### config.mk
export PLATFORM = sky130hd
export DESIGN_NAME = dafx_stereo_gain
export DESIGN_NICKNAME = d
export VERILOG_FILES = /design/src/rtl/dafx_pkg.sv /design/src/rtl/dafx_sat_mult.sv /design/src/rtl/dafx_stereo_gain.sv
export SDC_FILE = /design/constraint.sdc
export NUM_CORES = 2
export LEC_CHECK = 0
export CAP_MARGIN = 20
export CORE_ASPECT_RATIO = 0.6
export CORE_MARGIN = 4
export CORE_UTILIZATION = 50
export CTS_CLUSTER_DIAMETER = 80
export DETAILED_ROUTE_END_ITERATION = 10
export HOLD_SLACK_MARGIN = 0.03
export PLACE_DENSITY = 0.7
export SLEW_MARGIN = 10
export SYNTH_ARGS = -nofsm -noshare
export SYNTH_HDL_FRONTEND = slang
export SYNTH_SLANG_ARGS = --single-unit
### constraint.sdc
create_clock -name clk -period 9.47 [get_ports clk]
set_input_delay 2.841 -clock clk [delete_from_list [all_inputs] [get_ports clk]]
set_output_delay 2.841 -clock clk [all_outputs]
set_load 0.005 [all_outputs]
### src/rtl/dafx_pkg.sv
// Shared types and default widths for the DAFX stereo gain stage.
package dafx_pkg;

    localparam int unsigned DATA_WIDTH_C  = 24;
    localparam int unsigned GAIN_WIDTH_C  = 16;
    localparam int unsigned GAIN_Q_BITS_C = 12;
    localparam int unsigned ERR_WIDTH_C   = 16;
    localparam int unsigned GAIN_UNITY_C  = 1 << GAIN_Q_BITS_C;

    typedef enum logic [1:0] {
        ST_PASS      = 2'd0,
        ST_RAMP_DOWN = 2'd1,
        ST_MUTED     = 2'd2,
        ST_RAMP_UP   = 2'd3
    } gain_mute_state_t;

endpackage

### src/rtl/dafx_sat_mult.sv
// Signed x unsigned multiply, arithmetic shift right (floor), saturate to O_W bits.
module dafx_sat_mult #(
    parameter int unsigned A_W   = 24,
    parameter int unsigned B_W   = 16,
    parameter int unsigned SHIFT = 12,
    parameter int unsigned O_W   = 24
) (
    input  logic signed [A_W-1:0] a,
    input  logic        [B_W-1:0] b,
    output logic signed [O_W-1:0] y
);

    localparam int unsigned P_W = A_W + B_W + 1;

    logic signed [P_W-1:0] prod_c;
    logic signed [P_W-1:0] shr_c;
    logic                  ovf_pos_c;
    logic                  ovf_neg_c;

    assign prod_c    = P_W'(a) * P_W'($signed({1'b0, b}));
    assign shr_c     = prod_c >>> SHIFT;
    assign ovf_pos_c = ~shr_c[P_W-1] & (|shr_c[P_W-2:O_W-1]);
    assign ovf_neg_c =  shr_c[P_W-1] & ~(&shr_c[P_W-2:O_W-1]);

    // Clamp to the output range when the shifted product does not fit
    always_comb begin
        y = shr_c[O_W-1:0];
        if (ovf_pos_c) begin
            y = {1'b0, {(O_W-1){1'b1}}};
        end else if (ovf_neg_c) begin
            y = {1'b1, {(O_W-1){1'b0}}};
        end
    end

endmodule

### src/rtl/dafx_stereo_gain.sv
// Stereo gain / soft-mute stage on the interleaved L,R ADC stream.
// Optional peak meter: define DAFX_STEREO_PEAK_METER_EN.
module dafx_stereo_gain
    import dafx_pkg::*;
#(
    parameter int unsigned DATA_WIDTH_P  = DATA_WIDTH_C,
    parameter int unsigned GAIN_WIDTH_P  = GAIN_WIDTH_C,
    parameter int unsigned GAIN_Q_BITS_P = GAIN_Q_BITS_C,
    parameter int unsigned ERR_WIDTH_P   = ERR_WIDTH_C
) (
    input  logic                     clk,
    input  logic                     rst_n,
    input  logic [DATA_WIDTH_P-1:0]  ing_data,
    input  logic                     ing_valid,
    output logic                     ing_ready,
    input  logic                     ing_last,
    output logic [DATA_WIDTH_P-1:0]  egr_data,
    output logic                     egr_valid,
    input  logic                     egr_ready,
    output logic                     egr_last,
    input  logic [GAIN_WIDTH_P-1:0]  cfg_gain_l,
    input  logic [GAIN_WIDTH_P-1:0]  cfg_gain_r,
    input  logic                     cfg_mute,
    input  logic [GAIN_Q_BITS_P:0]   cfg_ramp_step,
    output logic [1:0]               sr_mute_state,
    output logic [ERR_WIDTH_P-1:0]   sr_frame_err,
    output logic [DATA_WIDTH_P-2:0]  sr_peak_l,
    output logic [DATA_WIDTH_P-2:0]  sr_peak_r,
    input  logic                     cfg_peak_clr
);

    localparam int unsigned ATT_W = GAIN_Q_BITS_P + 1;
    localparam int unsigned P1_W  = DATA_WIDTH_P + GAIN_WIDTH_P - GAIN_Q_BITS_P;
    localparam logic [ATT_W-1:0] ATT_UNITY = (GAIN_Q_BITS_P == GAIN_Q_BITS_C) ?
                                             ATT_W'(GAIN_UNITY_C) : (ATT_W'(1) << GAIN_Q_BITS_P);
    localparam logic [ERR_WIDTH_P-1:0] ERR_MAX = '1;

    logic                    run;
    logic                    advance_c;
    logic                    accept_c;
    logic                    frame_end_c;
    logic                    exp_r;
    logic [GAIN_WIDTH_P-1:0] gain_c;
    logic signed [P1_W-1:0]  p_c;
    logic signed [DATA_WIDTH_P-1:0] q_c;

    logic                    s1_valid;
    logic                    s1_last;
    logic signed [P1_W-1:0]  s1_data;
    logic [ATT_W-1:0]        s1_att;

    gain_mute_state_t        state_q;
    gain_mute_state_t        state_d;
    logic [ATT_W-1:0]        att_q;
    logic [ATT_W-1:0]        att_d;
    logic [ATT_W:0]          att_sum_c;

    assign advance_c   = egr_ready | ~egr_valid;
    assign ing_ready   = run & advance_c;
    assign accept_c    = ing_valid & ing_ready;
    assign frame_end_c = accept_c & ing_last;
    // Channel follows the beat's own last bit, so a misframed beat still gets its indicated gain
    assign gain_c      = ing_last ? cfg_gain_r : cfg_gain_l;
    assign att_sum_c   = {1'b0, att_q} + {1'b0, cfg_ramp_step};

    dafx_sat_mult #(
        .A_W  (DATA_WIDTH_P),
        .B_W  (GAIN_WIDTH_P),
        .SHIFT(GAIN_Q_BITS_P),
        .O_W  (P1_W)
    ) u_mult_gain (
        .a(ing_data),
        .b(gain_c),
        .y(p_c)
    );

    dafx_sat_mult #(
        .A_W  (P1_W),
        .B_W  (ATT_W),
        .SHIFT(GAIN_Q_BITS_P),
        .O_W  (DATA_WIDTH_P)
    ) u_mult_att (
        .a(s1_data),
        .b(s1_att),
        .y(q_c)
    );

    // Hold ingress off until the first clock after reset release
    always_ff @(posedge clk or negedge rst_n) begin
        if (!rst_n) begin
            run <= 1'b0;
        end else begin
            run <= 1'b1;
        end
    end

    // Framing tracker and saturating error counter
    always_ff @(posedge clk or negedge rst_n) begin
        if (!rst_n) begin
            exp_r        <= 1'b0;
            sr_frame_err <= '0;
        end else if (accept_c) begin
            exp_r <= ~ing_last;
            if ((ing_last != exp_r) && (sr_frame_err != ERR_MAX)) begin
                sr_frame_err <= sr_frame_err + ERR_WIDTH_P'(1);
            end
        end
    end

    // Two-stage pipeline; att travels with the beat so both channels of a frame share it
    always_ff @(posedge clk or negedge rst_n) begin
        if (!rst_n) begin
            s1_valid  <= 1'b0;
            s1_last   <= 1'b0;
            s1_data   <= '0;
            s1_att    <= '0;
            egr_valid <= 1'b0;
            egr_data  <= '0;
            egr_last  <= 1'b0;
        end else if (advance_c) begin
            s1_valid  <= accept_c;
            if (accept_c) begin
                s1_data <= p_c;
                s1_last <= ing_last;
                s1_att  <= att_q;
            end
            egr_valid <= s1_valid;
            if (s1_valid) begin
                egr_data <= q_c;
                egr_last <= s1_last;
            end
        end
    end

    // Mute ramp state register
    always_ff @(posedge clk or negedge rst_n) begin
        if (!rst_n) begin
            state_q <= ST_PASS;
            att_q   <= ATT_UNITY;
        end else begin
            state_q <= state_d;
            att_q   <= att_d;
        end
    end

    // Mute ramp next state: one step toward the cfg_mute target per frame boundary
    always_comb begin
        state_d = state_q;
        att_d   = att_q;
        if (frame_end_c) begin
            if (cfg_mute) begin
                if ((cfg_ramp_step == '0) || (att_q <= cfg_ramp_step)) begin
                    att_d   = '0;
                    state_d = ST_MUTED;
                end else begin
                    att_d   = att_q - cfg_ramp_step;
                    state_d = ST_RAMP_DOWN;
                end
            end else begin
                if ((cfg_ramp_step == '0) || (att_sum_c >= {1'b0, ATT_UNITY})) begin
                    att_d   = ATT_UNITY;
                    state_d = ST_PASS;
                end else begin
                    att_d   = att_sum_c[ATT_W-1:0];
                    state_d = ST_RAMP_UP;
                end
            end
        end
    end

    assign sr_mute_state = state_q;

`ifdef DAFX_STEREO_PEAK_METER_EN
    logic [DATA_WIDTH_P-1:0] neg_c;
    logic [DATA_WIDTH_P-2:0] mag_c;
    logic [DATA_WIDTH_P-2:0] peak_l_q;
    logic [DATA_WIDTH_P-2:0] peak_r_q;

    assign neg_c = ~egr_data + DATA_WIDTH_P'(1);
    assign mag_c = !egr_data[DATA_WIDTH_P-1] ? egr_data[DATA_WIDTH_P-2:0] :
                   (neg_c[DATA_WIDTH_P-1] ? '1 : neg_c[DATA_WIDTH_P-2:0]);

    // Per-channel absolute peak hold; clear wins over a same-cycle beat
    always_ff @(posedge clk or negedge rst_n) begin
        if (!rst_n) begin
            peak_l_q <= '0;
            peak_r_q <= '0;
        end else if (cfg_peak_clr) begin
            peak_l_q <= '0;
            peak_r_q <= '0;
        end else if (egr_valid && egr_ready) begin
            if (egr_last) begin
                if (mag_c > peak_r_q) peak_r_q <= mag_c;
            end else begin
                if (mag_c > peak_l_q) peak_l_q <= mag_c;
            end
        end
    end

    assign sr_peak_l = peak_l_q;
    assign sr_peak_r = peak_r_q;
`else
    logic peak_clr_unused;

    assign peak_clr_unused = cfg_peak_clr;
    assign sr_peak_l       = '0;
    assign sr_peak_r       = '0;
`endif

endmodule
### After elaboration in Yosys (flattened, before gate mapping)

Index checks and enable logic that the tools add are counted.

* $add $sub $neg: 3
* $mul: 2
* order comparisons: 2
* equality and inequality tests: 2
* muxes and demuxes: 11
* bitwise gates (word level): 14
* reductions and logical operators: 11

Operator list (number)
* $mux W28: 2
* $mux W24: 2
* $mul A28 B14 Y42: 1
* $mul A24 B17 Y41: 1
* $mux W13: 3
* $add A16 B1 Y16 const B: 1
* $mux W16: 1
* $ne A16 B16 Y1 const B: 1
* $add A13 B13 Y14: 1
* $ge A14 B13 Y1 const B: 1
* $le A13 B13 Y1: 1
* $logic_not A13 Y1: 1
* $sub A13 B13 Y13: 1
* $reduce_and A2 Y1: 4
* $and A1 B1 Y1: 7
* $reduce_and A7 Y1: 1
* $reduce_or A7 Y1: 1
* $mux W2: 3
* $not A1 Y1: 6
* $logic_or A1 B1 Y1: 2
* $reduce_or A2 Y1: 1
* $logic_and A1 B1 Y1: 1
* $ne A1 B1 Y1: 1
* $or A1 B1 Y1: 1

* register bits after elaboration: 102
* input port bits: 76
* word-level logic and storage cells: 57

### Longest topological paths before layout

* depth after elaboration: 7
* mapped depth: 29
* gate-level depth less buffers: 26

### Cells and area by module

From an unflattened synthesis, not the netlist that was laid out.

* cell total of the unflattened synthesis: 3884
* area, all modules: 33868.7 um2

By module, submodules not included
* dafx_sat_mult (u_mult_gain): instances 1, cells an instance 1684, area an instance 14415.1 um2
* dafx_sat_mult (u_mult_att): instances 1, cells an instance 1573, area an instance 13481.7 um2
* dafx_stereo_gain: instances 1, cells an instance 627, area an instance 5972.0 um2

### Worst setup path after synthesis

No wires, ideal clock.

* path kind: input to register
* start: input port ing_last
* end: register s1_data[6]
* arrival: 9.982 ns
* data required time: 9.335 ns
* path slack: -0.647 ns
* stages on the path: 27
* cells stage by stage: clkbuf_1 clkbuf_1 mux2_2 clkbuf_1 and2_1 fa_1 inv_1 fa_1 inv_1 fa_1 inv_1 fa_1 inv_1 fa_1 inv_1 fa_1 inv_1 ha_1 nand3_1 or3_1 a2111oi_1 o31a_1 a21oi_2 xnor2_1 buf_2 maj3_1 o21ai_0

* longest elaborated chain between the ends: 7
* elaborated cells between the ends (all ways): 10
* classes of those cells: mul: 1; mux: 3; bitwise: 4; reduce/logical: 2

Ends and longest elaborated chain
* start: declaration: line dafx_stereo_gain.sv:16 `input logic ing_last,`
* $mux W16 *: line dafx_stereo_gain.sv:63 `assign gain_c = ing_last ? cfg_gain_r : cfg_gain_l;`
* $mul A24 B17 Y41 *: line dafx_sat_mult.sv:20 `assign prod_c = P_W'(a) * P_W'($signed({1'b0, b}));`
* $reduce_and A2 Y1: line dafx_sat_mult.sv:23 `assign ovf_neg_c = shr_c[P_W-1] & ~(&shr_c[P_W-2:O_W-1]);`
* $not A1 Y1: line dafx_sat_mult.sv:23
* $and A1 B1 Y1: line dafx_sat_mult.sv:23
* $mux W28: line dafx_sat_mult.sv:30 `end else if (ovf_neg_c) begin`
* $mux W28 *: line dafx_sat_mult.sv:28 `if (ovf_pos_c) begin`
* end signal: assignment: line dafx_stereo_gain.sv:123 `s1_data <= p_c;`
* end: declaration: line dafx_stereo_gain.sv:49 `logic signed [P1_W-1:0] s1_data;`

Every way passes the cells marked *; elsewhere a longest branch is shown, timed or not.
A chain may end at the register's enable or synchronous reset.

### Worst setup path after layout

* start: input port ing_last
* end: register s1_data[23]

Same word-level chain as after synthesis.

==> summary.txt <==
Clocking
  • Clock buffer depth: 2
  • Clock Latency Late Sink: about 390 ps
  • TritonCTS clock tree: yes
  • Max H-tree Level: 3
  • Worst-path clk slew: 80 ps
  • Post-CTS Hold Buffers: 0
  • Clock sinks: 102
  • Root cell of the clock tree: clkbuf_16
  • CTS Buf Count: 9

Detailed routing
  • ANT nets after route: 0
  • DRC viols: 0
  • DR pass1 iterations: 5
  • Final wirelength: 85.0 mm
  • Via density: 5.21
  • Avg WL per Cell: 17.6 um
  • Starting DRT DRC Count: 1878
  • Via count: 25200

Global routing
  • Initial antenna violation count: 1
  • GRT Util Overall: 24.9%
  • Largest net degree at the start of global routing: 77
  • Vias in the first global route: around 27000
  • Gr ovfl total: 0
  • First-pass GRT wire length: ~140 mm

STA
  • Slew headroom: 29.1%
  • Final hold vios: 0
  • Setup repair after global routing missed its margin: true
  • Fin crit share: 98.3%
  • Fmax: 0.107 GHz
  • Min Clock Period, post-route: 9310 ps
  • Worst Max-Slew Pin Slew: 1060 ps
  • Final Max Tran Viols: 0
  • Worst Slack Setup Final: approximately 160 ps
  • Final setup vio count: 0
  • Clock skew: 14.0 ps

Worst setup path
  • Worst path required time: 9780 ps
  • Worst path arrival time: 9620 ps
  • Highest-delay cell along the critical path: fa_2
  • CP Capture Type: register
  • Crit Path Class: in2reg
  • Most used cell, CP: fa_1
  • Crit-path max FO: 7
  • CP Launch Type: primary input
  • Worst R2R Path Depth: 21
  • CP peak stage delay: 590 ps

Place
  • Final RePlAce weighted congestion: 0.929
  • Pre-CTS WS: -973 ps
  • PortBufs: between 100 and 150
  • Placed Instances: ~4800
  • Placed wire-length estimate: 69.1 mm
  • Placed Area: 36300 um2

Floorplan
  • Effective utilization at floorplan: 50.7%
  • Site row count: ~70
  • Die H: 206 um
  • Die width: 338 um
  • Core area: 64700 um2
  • Die Area: ~70000 um2
  • I/O pin count: between 150 and 200

Worst hold path
  • Worst hold-check path type: reg2reg
  • Worst hold stages: 2

Yosys
  • Unique masters post-synth: 77
  • Post-synth top flop: dfrtp_1
  • Synth warnings: 0
  • Syn Area/Cell: 8.79 um2
  • Flops & latches, synth: just over 100
  • Post-Synthesis Cells: ~3700
  • Post-synth design cell area: 32800 um2
  • EDFF count, synth: 0
  • Seq/Total Area, Yosys: 7.79%
  • Async SR Flop Fraction: 100%

Cells and area
  • Final core occ: 58.1%
  • Nets: 4986
  • P&R area growth vs syn: 14.7%
  • Final Cell Area: 37600 um2
  • Multi-input logic area: roughly 26000 um2
  • Layout fillers: 5690
  • Fin cells: 4835
  • Reg area: between 2000 and 3000 um2
  • Share of cells above drive strength 1: about a tenth

Flow run
  • Max_cap viols: 0

Outcome
  • Status: finished, final reports clean
[synth_stat cells, types with 8 or more instances]
cell | count | area share, %
o21bai_1 | 14 | 0.32
nand2_1 | 581 | 6.7
buf_2 | 8 | 0.12
a221o_1 | 20 | 0.61
a21oi_1 | 78 | 1.2
nor2b_1 | 55 | 1.1
o21ai_1 | 33 | 0.50
and3_1 | 15 | 0.29
buf_4 | 46 | 1.1
nand4_1 | 26 | 0.50
nand3_1 | 14 | 0.21
nor3_1 | 32 | 0.49
nand2b_1 | 12 | 0.23
dfrtp_1 | 101 | 7.7
fa_1 | 710 | 43
nor4_1 | 8 | 0.15
o31ai_1 | 8 | 0.18
nor2_1 | 67 | 0.77
o21ai_0 | 50 | 0.76
inv_1 | 907 | 10
xnor2_1 | 53 | 1.4
ha_1 | 222 | 8.5
clkbuf_1 | 151 | 1.7
o211ai_1 | 12 | 0.27
and2_1 | 267 | 5.1
or3_1 | 10 | 0.19
a21o_1 | 31 | 0.71
xor2_1 | 29 | 0.78
mux2_2 | 15 | 0.52
o221ai_1 | 12 | 0.32
maj3_1 | 26 | 0.79
a22o_1 | 13 | 0.35
[flip-flops by register name, indices dropped and copies added (netlist names)]
| register | count |
|---|---|
| s1_last | 1 |
| exp_r | 1 |
| s1_valid | 1 |
| egr_last | 1 |
| s1_data | 28 |
| run | 1 |
| sr_mute_state | 2 |
| egr_data | 24 |
| egr_valid | 1 |
| sr_frame_err | 16 |
| s1_att | 13 |
| att_q | 13 |
[layout by cell type (no fill, tap or decap), types with 14 or more instances in the layout]
cell / instances
conb_1: 47
a21oi_1: 77
ha_1: 213
nand4_1: 26
clkdlybuf4s50_1: 101
and2_1: 261
a21o_1: 31
clkbuf_16: 15
maj3_1: 14
nor3_1: 32
dlymetal6s2s_1: 16
xor2_1: 29
buf_12: 25
o21ai_0: 45
a221o_1: 20
o21ai_1: 37
o21bai_1: 14
buf_4: 237
dfrtp_1: 101
mux2_4: 16
fa_1: 707
nand2_1: 577
xnor2_1: 51
nor2b_1: 53
nor2_1: 67
inv_1: 893
[cell families after synthesis]
group / Yosys count / synth area share (%)
buffers and inverters: 1115 / 13.4
XOR/XNOR: 83 / 2.24
other: 2 / 0.0229
AO/OA/AOI/OAI: 344 / 7.21
AND/OR/NAND/NOR: 1107 / 16.1
flip-flops: 102 / 7.79
multiplexers: 18 / 0.607
adder cells (fa/ha/maj): 958 / 52.7
[what timing repair did]
action / CTS / global route
gates resized for setup: 20 / 98
pin swaps: 7 / 33
gates cloned: 2 / 10
endpoints found under the setup margin: 28 / 28
buffers inserted: 9 / 19
[metal layers]
| layer | up-vias | track usage [%] | share of wire [%] |
|---|---|---|---|
| met5 | - | 0 | 0 |
| met4 | 0 | 3.91 | 1.3 |
| met3 | 79 | 5.72 | 10 |
| met2 | 976 | 36.6 | 41 |
| met1 | 12600 | 38.1 | 48 |
| li1 | 11500 | - | - |
[final timing paths]
check / from / slack (ps) / end
hold reg to reg: sr_mute_state[1] / 480 / sr_mute_state[1]
setup reg to reg: s1_att[1] / 1300 / egr_data[6]
min in group asynchronous: rst_n / 2350 / att_q[11]
hold / removal: sr_mute_state[1] / 480 / sr_mute_state[1]
max in group asynchronous: rst_n / 6130 / egr_data[23]
setup / recovery: ing_last / 160 / s1_data[23]
[worst max-delay path: cells and delay by family]
family	cells	cell delay [ps]
AND/OR/NAND/NOR	3	590
XOR/XNOR	1	80
adder cells (fa/ha/maj)	8	3650
AO/OA/AOI/OAI	5	990
buffers and inverters	11	1040
multiplexers	1	370
[stage by stage]
step           setup TNS [ps]  hold slack (ps)
6_report                    0              484
5_1_grt                  -130              507
3_5_place_dp           -25960              475
3_3_place_gp           -23620              463
4_1_cts                     0              492
2_1_floorplan           -6.35              439
[layout make-up]
cell class | count | area share, %
flip-flops and latches | 102 | 6.79
clock inverters | 7 | 0.233
diodes | 1 | 0.00666
clock buffers | 9 | 0.599
multi-input cells | 2563 | 70.3
repair buffers | 395 | 10.1
well taps | 851 | 2.83
inverters | 907 | 9.07
Power is not shown: default switching activity piles up to over one toggle a cycle in this logic, so the estimate is an artifact.
